--- src/rtl/cart_ascii_multi.sv ---
// ASCII8/ASCII16 cartridge mapper serving CARTS slots, each with its own bank
// registers, SRAM mapping and SRAM-dirty flag for the save engine.
module cart_ascii_multi #(
    parameter int CARTS  = 2,
    parameter int ADDR_W = 25,
    parameter int CN_W   = (CARTS > 1) ? $clog2(CARTS) : 1
) (
    input  logic                 clk,
    input  logic                 reset,
    input  logic [ADDR_W-1:0]    rom_size,
    input  logic [15:0]          size_sram,
    input  logic [CARTS-1:0]     mode16,
    input  logic [8*CARTS-1:0]   sram_sel_bit,
    input  logic [15:0]          cpu_addr,
    input  logic [7:0]           din,
    input  logic                 cpu_mreq,
    input  logic                 cpu_wr,
    input  logic                 cs,
    input  logic [CN_W-1:0]      cart_num,
    input  logic [CARTS-1:0]     save_ack,
    output logic [ADDR_W-1:0]    mem_addr,
    output logic                 mem_unmaped,
    output logic                 sram_cs,
    output logic                 sram_we,
    output logic [CARTS-1:0]     sram_dirty
);

    logic [7:0] bank    [CARTS][4];
    logic [7:0] sbank   [CARTS][4];
    logic [3:0] is_sram [CARTS];

    logic              sel_ok;
    logic [CN_W-1:0]   ci;
    logic              cs_eff;
    logic              m16;
    logic [7:0]        sel_mask;
    logic              wr_reg;
    logic              wr_ok;
    logic [1:0]        r;
    logic              to_sram;
    logic [15:0]       pages;
    logic [15:0]       pages_m1;
    logic [7:0]        smask;
    logic [1:0]        w;
    logic              win_sram;
    logic [7:0]        page;
    logic [21:0]       raw_addr;
    logic [ADDR_W+21:0] ext_addr;
    logic              in_range;

    always_comb begin
        // Out-of-range slot numbers behave as "not selected" and index slot 0 harmlessly.
        sel_ok   = (int'(cart_num) < CARTS);
        ci       = sel_ok ? cart_num : '0;
        cs_eff   = cs & sel_ok;
        m16      = mode16[ci];
        sel_mask = sram_sel_bit[int'(ci)*8 +: 8];

        wr_reg  = cs_eff & cpu_mreq & cpu_wr & (cpu_addr[15:13] == 3'b011);
        r       = cpu_addr[12:11];
        wr_ok   = wr_reg & (~m16 | ~r[0]);
        to_sram = (|(din & sel_mask)) && (size_sram != 16'd0);

        pages = m16 ? {4'b0, size_sram[15:4]} : {3'b0, size_sram[15:3]};
        if (pages == 16'd0)
            pages = 16'd1;
        pages_m1 = pages - 16'd1;
        smask    = pages_m1[7:0];

        w        = m16 ? {cpu_addr[15], 1'b0} : {cpu_addr[15], cpu_addr[13]};
        win_sram = is_sram[ci][w] & ~reset;
        page     = is_sram[ci][w] ? sbank[ci][w] : bank[ci][w];
        raw_addr = m16 ? {page, cpu_addr[13:0]} : {1'b0, page, cpu_addr[12:0]};
        ext_addr = {{ADDR_W{1'b0}}, raw_addr};
        mem_addr = reset ? '0 : ext_addr[ADDR_W-1:0];

        in_range    = cpu_addr[15] ^ cpu_addr[14];
        sram_cs     = cs_eff & in_range & win_sram;
        // SRAM in the 4000-7FFF window is read-only; 6000-7FFF writes are bank writes.
        sram_we     = sram_cs & cpu_mreq & cpu_wr & cpu_addr[15];
        mem_unmaped = cs_eff & (~in_range | (~win_sram & (mem_addr >= rom_size)));
    end

    always_ff @(posedge clk or posedge reset) begin
        if (reset) begin
            for (int c = 0; c < CARTS; c++) begin
                is_sram[c] <= 4'b0;
                for (int i = 0; i < 4; i++) begin
                    bank[c][i]  <= 8'h00;
                    sbank[c][i] <= 8'h00;
                end
            end
            sram_dirty <= '0;
        end else begin
            if (wr_ok) begin
                if (to_sram) begin
                    is_sram[ci][r] <= 1'b1;
                    sbank[ci][r]   <= din & smask;
                end else begin
                    is_sram[ci][r] <= 1'b0;
                    bank[ci][r]    <= din;
                end
            end
            // A new SRAM write in the ack cycle keeps the slot dirty.
            for (int c = 0; c < CARTS; c++) begin
                if (sram_we && (int'(ci) == c))
                    sram_dirty[c] <= 1'b1;
                else if (save_ack[c])
                    sram_dirty[c] <= 1'b0;
            end
        end
    end

endmodule

--- config.mk ---
export PLATFORM = sky130hd
export DESIGN_NAME = cart_ascii_multi
export DESIGN_NICKNAME = d
export VERILOG_FILES = /design/src/rtl/cart_ascii_multi.sv
export SDC_FILE = /design/constraint.sdc
export NUM_CORES = 1
export LEC_CHECK = 0
export CAP_MARGIN = 20
export CORE_ASPECT_RATIO = 1.75
export CORE_UTILIZATION = 42
export DETAILED_ROUTE_END_ITERATION = 6
export GPL_TIMING_DRIVEN = 0
export PLACE_DENSITY = 0.67
export RECOVER_POWER = 100
export SYNTH_ARGS = -nofsm -noshare
export SYNTH_HDL_FRONTEND = slang
export SYNTH_SLANG_ARGS = --single-unit
--- constraint.sdc ---
create_clock -name clk -period 8 [get_ports clk]
set_input_delay 1.6 -clock clk [delete_from_list [all_inputs] [get_ports clk]]
set_output_delay 1.6 -clock clk [all_outputs]
set_load 0.01 [all_outputs]
==> flow_summary_export.csv, run 1 <==
group,metric,value,unit
finish,fin_nets,960,
grt,grt_overflow,0,
finish,drive_above_1_share,23.75,%
synthesis,synth.area.mux_share,28.37,%
floorplan,die-width,106.6,um
timing,maxSlewViolCount,81,
power_and_ir_drop,power.leakage,4.817,nW
grt,antenna_found_initial,0,
finish,fin_area,9981,um2
routing,drt-total-wl,23.80,mm
synthesis,yosysWarnings,0,
timing,hold_viol,0,
synthesis,synthFlopType,"dfrtp_1",
timing,fin_hold_ws,0.4852,ns
placed_design,place_hpwl,18.23,mm
clock_network,root_buffer,"clkbuf_16",
timing,slew_headroom,-33.47,%
floorplan,initial_core_util,43.05,%
synthesis,synth_simple_gate_area_share,12.91,%
grt,grt_pass1_wl,36.38,mm
synthesis,synth-edff-count,0,
synthesis,synth_area,8035,um2
grt,grt_pass1_vias,6430,
setup_path,critPathArrivalTime,6.16,ns
floorplan,die-area,19710,um2
floorplan,dieHeight,185.0,um
setup_path,start_kind,"input pin",
setup_path,crit_path_max_fanout,10,
timing,min_period,7.756,ns
finish,fillerInstances,1701,
clock_network,cts_max_path_buffers,2,
hold_path,min_path_type,"flip-flop to flip-flop",
clock_network,cts_tree,"done",
synthesis,synth.area.top_cells,"dfrtp_1, mux2_2, mux2i_1",
synthesis,synthAdderAreaFrac,3.581,%
clock_network,clk_pin_slew,0.06,ns
floorplan,row_count,66,
clock_network,htreeDepth,4,
synthesis,synth_top_family_by_area,"multiplexers",
synthesis,avgSynthCellArea,11.24,um2
synthesis,synthXorXnorAreaFrac,0.3270,%
routing,num_vias,6205,
placed_design,dpl-instance-area,9480,um2
routing,wl_per_cell,21.70,um
power_and_ir_drop,max-vdd-ir-drop,0.0001180,V
setup_path,cp-end-kind,"primary output",
finish,layout_commonest_cell,"mux2_2",
placed_design,port_buffers,107,
routing,drtPass1Iterations,5,
placed_design,place_congestion,0.8986,
synthesis,synth_compound_area_share,7.786,%
timing,min_period_over_period,96.95,%
grt,grt_usage,25.27,%
clock_network,numCtsBuffers,17,
routing,final_antenna_net_count,0,
setup_path,cp.required,6.40,ns
finish,regArea,3453,um2
routing,drt_iter0_markers,437,
clock_network,cts_setup_buffers,0,
status,run_status,"complete, but fails checks",
timing,timing.fmax,0.1289,GHz
clock_network,cts.sinks,138,
timing,finClkSkew,0.006863,ns
synthesis,ys_ff_latch,138,
status,violations,"capacitance limit, slew limit",
synthesis,synth_top_area_cell,"dfrtp_1",
finish,multiInputGateArea,4169,um2
synthesis,synth_top_cell_area_share,42.98,%
floorplan,io_pins,121,
routing,drc_errors,0,
finish,antenna_cells,0,
job,maxCapViolCount,3,
grt,grt_max_degree,39,
timing,setup_viol,0,
finish,area_growth,24.21,%
timing,rsz0062_at_grt,"no",
setup_path,criticalPathCategory,"input pin to primary output",
floorplan,core-area,18660,um2
power_and_ir_drop,power.density,178.7,nW/um2
routing,vias_per_cell,5.656,
synthesis,seq_area_frac_synth,42.98,%
synthesis,ys_types,49,
synthesis,synth_async_sr_flop_share,100.0,%
synthesis,synth_cells,715,
timing,tightest_slew,2.002,ns
finish,final_cell_mix,"mux2_2, dfrtp_1, clkdlybuf4s50_1",
clock_network,clock_latency,0.42,ns
-- routing by layer --
metal  vias to the layer above  wire length [um]  track usage, %
met5                         -                 0               0
met4                         0              1072           13.10
met3                        49               984           3.624
met2                       233             13120           48.23
met1                      3071              8625           26.36
li1                       2852                 -               -
-- power by group --
group,internal (W),leakage (nW),switching (W)
combinational,0.0000956,2.60,0.000123
sequential,0.000710,1.91,0.00000623
clock,0.000534,0.306,0.000315
-- per-stage QoR --
stage | setup TNS (ns) | worst slack, ns | total power, W | instances | utilization [%]
after floorplan | 0 | 0.6713 | 0.0008474 | 717 | -
after global placement | -6.171 | -1.836 | 0.0009489 | 1062 | 50.45
after detailed placement | -0.02333 | -0.02333 | 0.0009547 | 1066 | 50.80
after CTS | 0 | 0.1091 | 0.001801 | 1097 | 54.18
after global routing | 0 | 0.01655 | 0.001842 | 1097 | 53.48
final | 0 | 0.2442 | 0.001784 | 1097 | 53.48
-- cell families (layout without fill, tap and decap cells) --
group | Yosys count | in the layout
buffers and inverters | 76 | 218
xor gates and xnor gates | 3 | 3
other | 1 | 3
adders and majority gates | 23 | 23
and+or+nand+nor | 169 | 169
muxes | 209 | 209
DFF | 138 | 138
AOI/OAI and AO/OA | 96 | 96
-- layout make-up --
class                      instances  share of cell area (%)
clock buffer                      19                   4.438
multi-input combinational        503                   41.77
inverter                          31                   1.203
timing repair buffer             111                   11.04
tap                              238                   2.984
clock inverter                    13                   1.918
sequential                       138                   34.60
buffer                            44                   2.043
-- worst paths after layout --
check | startpoint | to | slack, ns | cells after the start
setup reg to reg | flip-flop | sram_dirty[0] | 6.30 | 6
hold reg to reg | flip-flop | flip-flop | 0.49 | 1
hold / removal | flip-flop | flip-flop | 0.49 | 1
setup / recovery | cpu_addr[13] | mem_unmaped | 0.24 | 17
min in group asynchronous | reset | sram_dirty[0] | 1.91 | 2
max in group asynchronous | reset | bank[9] | 3.49 | 4
-- state kept, by name, summed over array words and instances (netlist names), named ones only --
name        count
bank           64
sbank          64
sram_dirty      2
-- cells in the mapped netlist (5+ instances only) --
| library cell | number |
|---|---|
| o22ai_1 | 9 |
| mux2i_1 | 59 |
| a31oi_1 | 10 |
| inv_1 | 31 |
| a21oi_1 | 13 |
| mux2_2 | 150 |
| o221ai_1 | 7 |
| and3_1 | 9 |
| and2_1 | 7 |
| buf_4 | 5 |
| buf_1 | 6 |
| nor2b_1 | 23 |
| nand4b_1 | 8 |
| nor3b_1 | 22 |
| nand2_1 | 39 |
| nor3_1 | 6 |
| nand2b_1 | 13 |
| clkbuf_1 | 20 |
| buf_2 | 12 |
| nand4_1 | 5 |
| o21ai_0 | 25 |
| dfrtp_1 | 138 |
| a311oi_1 | 7 |
| a21o_1 | 5 |
| nor2_1 | 12 |
| a22oi_1 | 5 |
| ha_1 | 23 |
-- critical path, stage by stage --
cell and delay [ns]:
clkdlybuf4s50_1 0.52, buf_2 0.25, nand2b_1 0.19, clkbuf_1 0.42, o21ai_0 0.22, a311oi_1 0.39
o221ai_1 0.21, mux2i_1 0.27, o22ai_1 0.17, ha_1 0.32, nand4_1 0.12, nor3_1 0.27
o211ai_1 0.15, a31oi_1 0.19, o21ai_0 0.11, a31oi_1 0.17, clkdlybuf4s50_1 0.57
-- repair_timing --
action / 4_1_cts / 5_1_grt
setup endpoints to repair: 1 / 1
hold buffers: 0 / 0
resized for setup: 1 / 7
No activity file was read; power rests on OpenSTA's default activity.
==> run 2, diff against run 1 <==
--- a/config.mk
+++ b/config.mk
@@ -5,6 +5,7 @@
 export SDC_FILE = /design/constraint.sdc
 export NUM_CORES = 1
 export LEC_CHECK = 0
+export ABC_CLOCK_PERIOD_IN_PS = 8000
 export CAP_MARGIN = 20
 export CORE_ASPECT_RATIO = 1.75
 export CORE_UTILIZATION = 42
==> results of run 2 <==
Same layout as run 1: the final DEF is identical, and so are final timing and power.
==> run 3, diff against run 2 <==
--- a/config.mk
+++ b/config.mk
@@ -7,8 +7,8 @@
 export LEC_CHECK = 0
 export ABC_CLOCK_PERIOD_IN_PS = 8000
 export CAP_MARGIN = 20
-export CORE_ASPECT_RATIO = 1.75
 export CORE_UTILIZATION = 42
+export CTS_CLUSTER_DIAMETER = 40
 export DETAILED_ROUTE_END_ITERATION = 6
 export GPL_TIMING_DRIVEN = 0
 export PLACE_DENSITY = 0.67
==> run 3 against run 2 <==
Compared with the run above:
- the run still ends with capacitance limit, slew limit left
- die area fell by 0.11%
- sequential power barely moved
- largest cell class unchanged
- via count fell by 1.2%
- global-route usage fell by 1.9 points
- cell count fell by 0.46%
- critical path depth did not move
- critical path type unchanged
- combinational power barely moved
==> flow_summary_export.csv, run 3 (synthesis results as in run 1) <==
group,metric,value,unit
placed_design,place_congestion,0.8921,
power_and_ir_drop,max-vdd-ir-drop,0.0001394,V
finish,fin_nets,959,
job,maxCapViolCount,3,
power_and_ir_drop,p_comb_share,12.9,%
status,run_status,"complete, but fails checks",
grt,grt_usage,23.39,%
timing,tightest_slew,2.103,ns
grt,grtUsageMet3,3.932,%
clock_network,cts_max_path_buffers,2,
routing,drtPass1Iterations,5,
grt,grt_pass1_vias,6028,
power_and_ir_drop,p_clk_share,44.9,%
power_and_ir_drop,internal-power,0.001287,W
grt,grt_overflow,0,
timing,maxSlewViolCount,121,
finish,antenna_cells,0,
finish,final_cell_mix,"mux2_2, dfrtp_1, clkdlybuf4s50_1",
placed_design,placedCellCount,1061,
setup_path,criticalPathCategory,"input pin to primary output",
placed_design,port_buffers,107,
floorplan,core-area,18710,um2
clock_network,cts.sinks,138,
finish,drive_above_1_share,25.64,%
clock_network,root_buffer,"clkbuf_16",
clock_network,htreeDepth,4,
power_and_ir_drop,power.leakage,4.855,nW
grt,grt_util_met1,30.24,%
routing,drc_errors,0,
placed_design,place_ws,-0.1425,ns
power_and_ir_drop,p_total,0.001701,W
timing,fin_ws,0.2234,ns
power_and_ir_drop,power.density,169.8,nW/um2
clock_network,clock_latency,0.42,ns
timing,min_period,7.777,ns
timing,slew_headroom,-40.21,%
setup_path,crit_path_max_fanout,10,
power_and_ir_drop,swShare,24.34,%
grt,use_met2,38.42,%
floorplan,dieHeight,140.3,um
power_and_ir_drop,switching_power,0.0004140,W
routing,vias_per_cell,5.615,
setup_path,cp.required,6.40,ns
floorplan,die-area,19690,um2
grt,grt_max_degree,41,
timing,finClkSkew,0.001536,ns
finish,final_cells,1092,
finish,area_growth,24.63,%
timing,fin_hold_ws,0.4778,ns
floorplan,io_pins,121,
grt,busiest_layer,"met2",
timing,min_period_over_period,97.21,%
routing,num_vias,6132,
setup_path,start_kind,"input pin",
hold_path,min_path_type,"flip-flop to flip-flop",
routing,drt-total-wl,22.20,mm
routing,drt_iter0_markers,302,
timing,tns,0,ns
clock_network,clk_pin_slew,0.05,ns
setup_path,cp-end-kind,"primary output",
timing,hold_viol,0,
status,violations,"capacitance limit, slew limit",
clock_network,numCtsBuffers,17,
setup_path,critPathArrivalTime,6.18,ns
routing,final_antenna_net_count,0,
timing,setup_viol,0,
grt,grt_pass1_wl,34.17,mm
routing,wl_per_cell,20.33,um
finish,top_regs,"bank x64, sbank x64, sram_dirty x2",
timing,rsz0062_at_grt,"no",
timing,timing.fmax,0.1286,GHz
finish,layout_commonest_cell,"mux2_2",
grt,antenna_found_initial,0,
floorplan,row_count,50,
power_and_ir_drop,power_frac_seq,42.1,%
placed_design,place_hpwl,16.71,mm
clock_network,cts_tree,"done",
floorplan,die-width,140.3,um
floorplan,initial_core_util,42.96,%
==> run 3: cell types whose count changed in the layout (fill, tap and decap cells not counted), sizes merged, moves of 3 or more <==
cell	before	now
inv	33	30
dlygate4sd3	25	8
clkinv	4	7
clkdlybuf4s50	82	99
==> run 3: area by class of cell <==
cell class | count | area (um2)
fill | 1706 | 8691
multi-input combinational | 503 | 4277
sequential | 138 | 3453
timing repair buffer | 110 | 1082
clock buffer | 23 | 478.0
tap | 234 | 292.8
buffer | 44 | 216.5
inverter | 31 | 120.1
clock inverter | 9 | 95.09
==> run 3: path summary, 6_finish.rpt <==
| check | to | slack (ns) | start | cells after the start |
|---|---|---|---|---|
| max | mem_unmaped | 0.22 | mode16[0] | 17 |
| min | flip-flop | 0.48 | flip-flop | 2 |
| max reg2reg | sram_dirty[0] | 6.17 | flip-flop | 6 |
| min reg2reg | flip-flop | 0.48 | flip-flop | 2 |
| max in group asynchronous | bank[32] | 2.20 | reset | 4 |
| min in group asynchronous | sbank[19] | 1.85 | reset | 2 |
==> run 3: metal layers <==
| metal | vias up | share of wire [%] |
|---|---|---|
| li1 | 2848 | - |
| met1 | 3019 | 45 |
| met2 | 226 | 47 |
| met3 | 39 | 5.4 |
| met4 | 0 | 3.2 |
| met5 | - | 0 |
==> run 3: through the flow <==
| stage | area [um2] | util [%] |
|---|---|---|
| final | 10010 | 53.54 |
| after global routing | 10010 | 53.54 |
| after CTS | 10050 | 53.73 |
| after detailed placement | 9470 | 50.63 |
| after global placement | 9410 | 50.31 |
| after floorplan | 8046 | - |
==> run 3: power by group through the flow <==
stage	registers [W]	logic (W)	clock network (W)
after floorplan	0.000727	0.000120	0
after global placement	0.000728	0.000217	0
after detailed placement	0.000728	0.000222	0
after CTS	0.000716	0.000224	0.000771
after global routing	0.000717	0.000239	0.000800
final	0.000717	0.000220	0.000764
==> run 3: timing repair <==
action                                  4_1_cts  5_1_grt
buffers inserted                              0        0
pin swaps                                     0        0
hold buffers                                  0        0
gates resized for setup                       5        8
endpoints found under the setup margin        1        1
==> run 3: worst max-delay path, cell delays in order <==
cell and delay, ns:
clkdlybuf4s50_1 0.55, nor2b_1 0.17, clkbuf_4 0.26, buf_2 0.31, nor3b_1 0.11, a311oi_1 0.49
o221ai_1 0.19, mux2i_1 0.27, o22ai_1 0.23, ha_1 0.34, nand4_1 0.12, nor3_2 0.25
o211ai_1 0.12, a31oi_1 0.15, o21ai_0 0.11, a31oi_1 0.28, clkdlybuf4s50_1 0.60
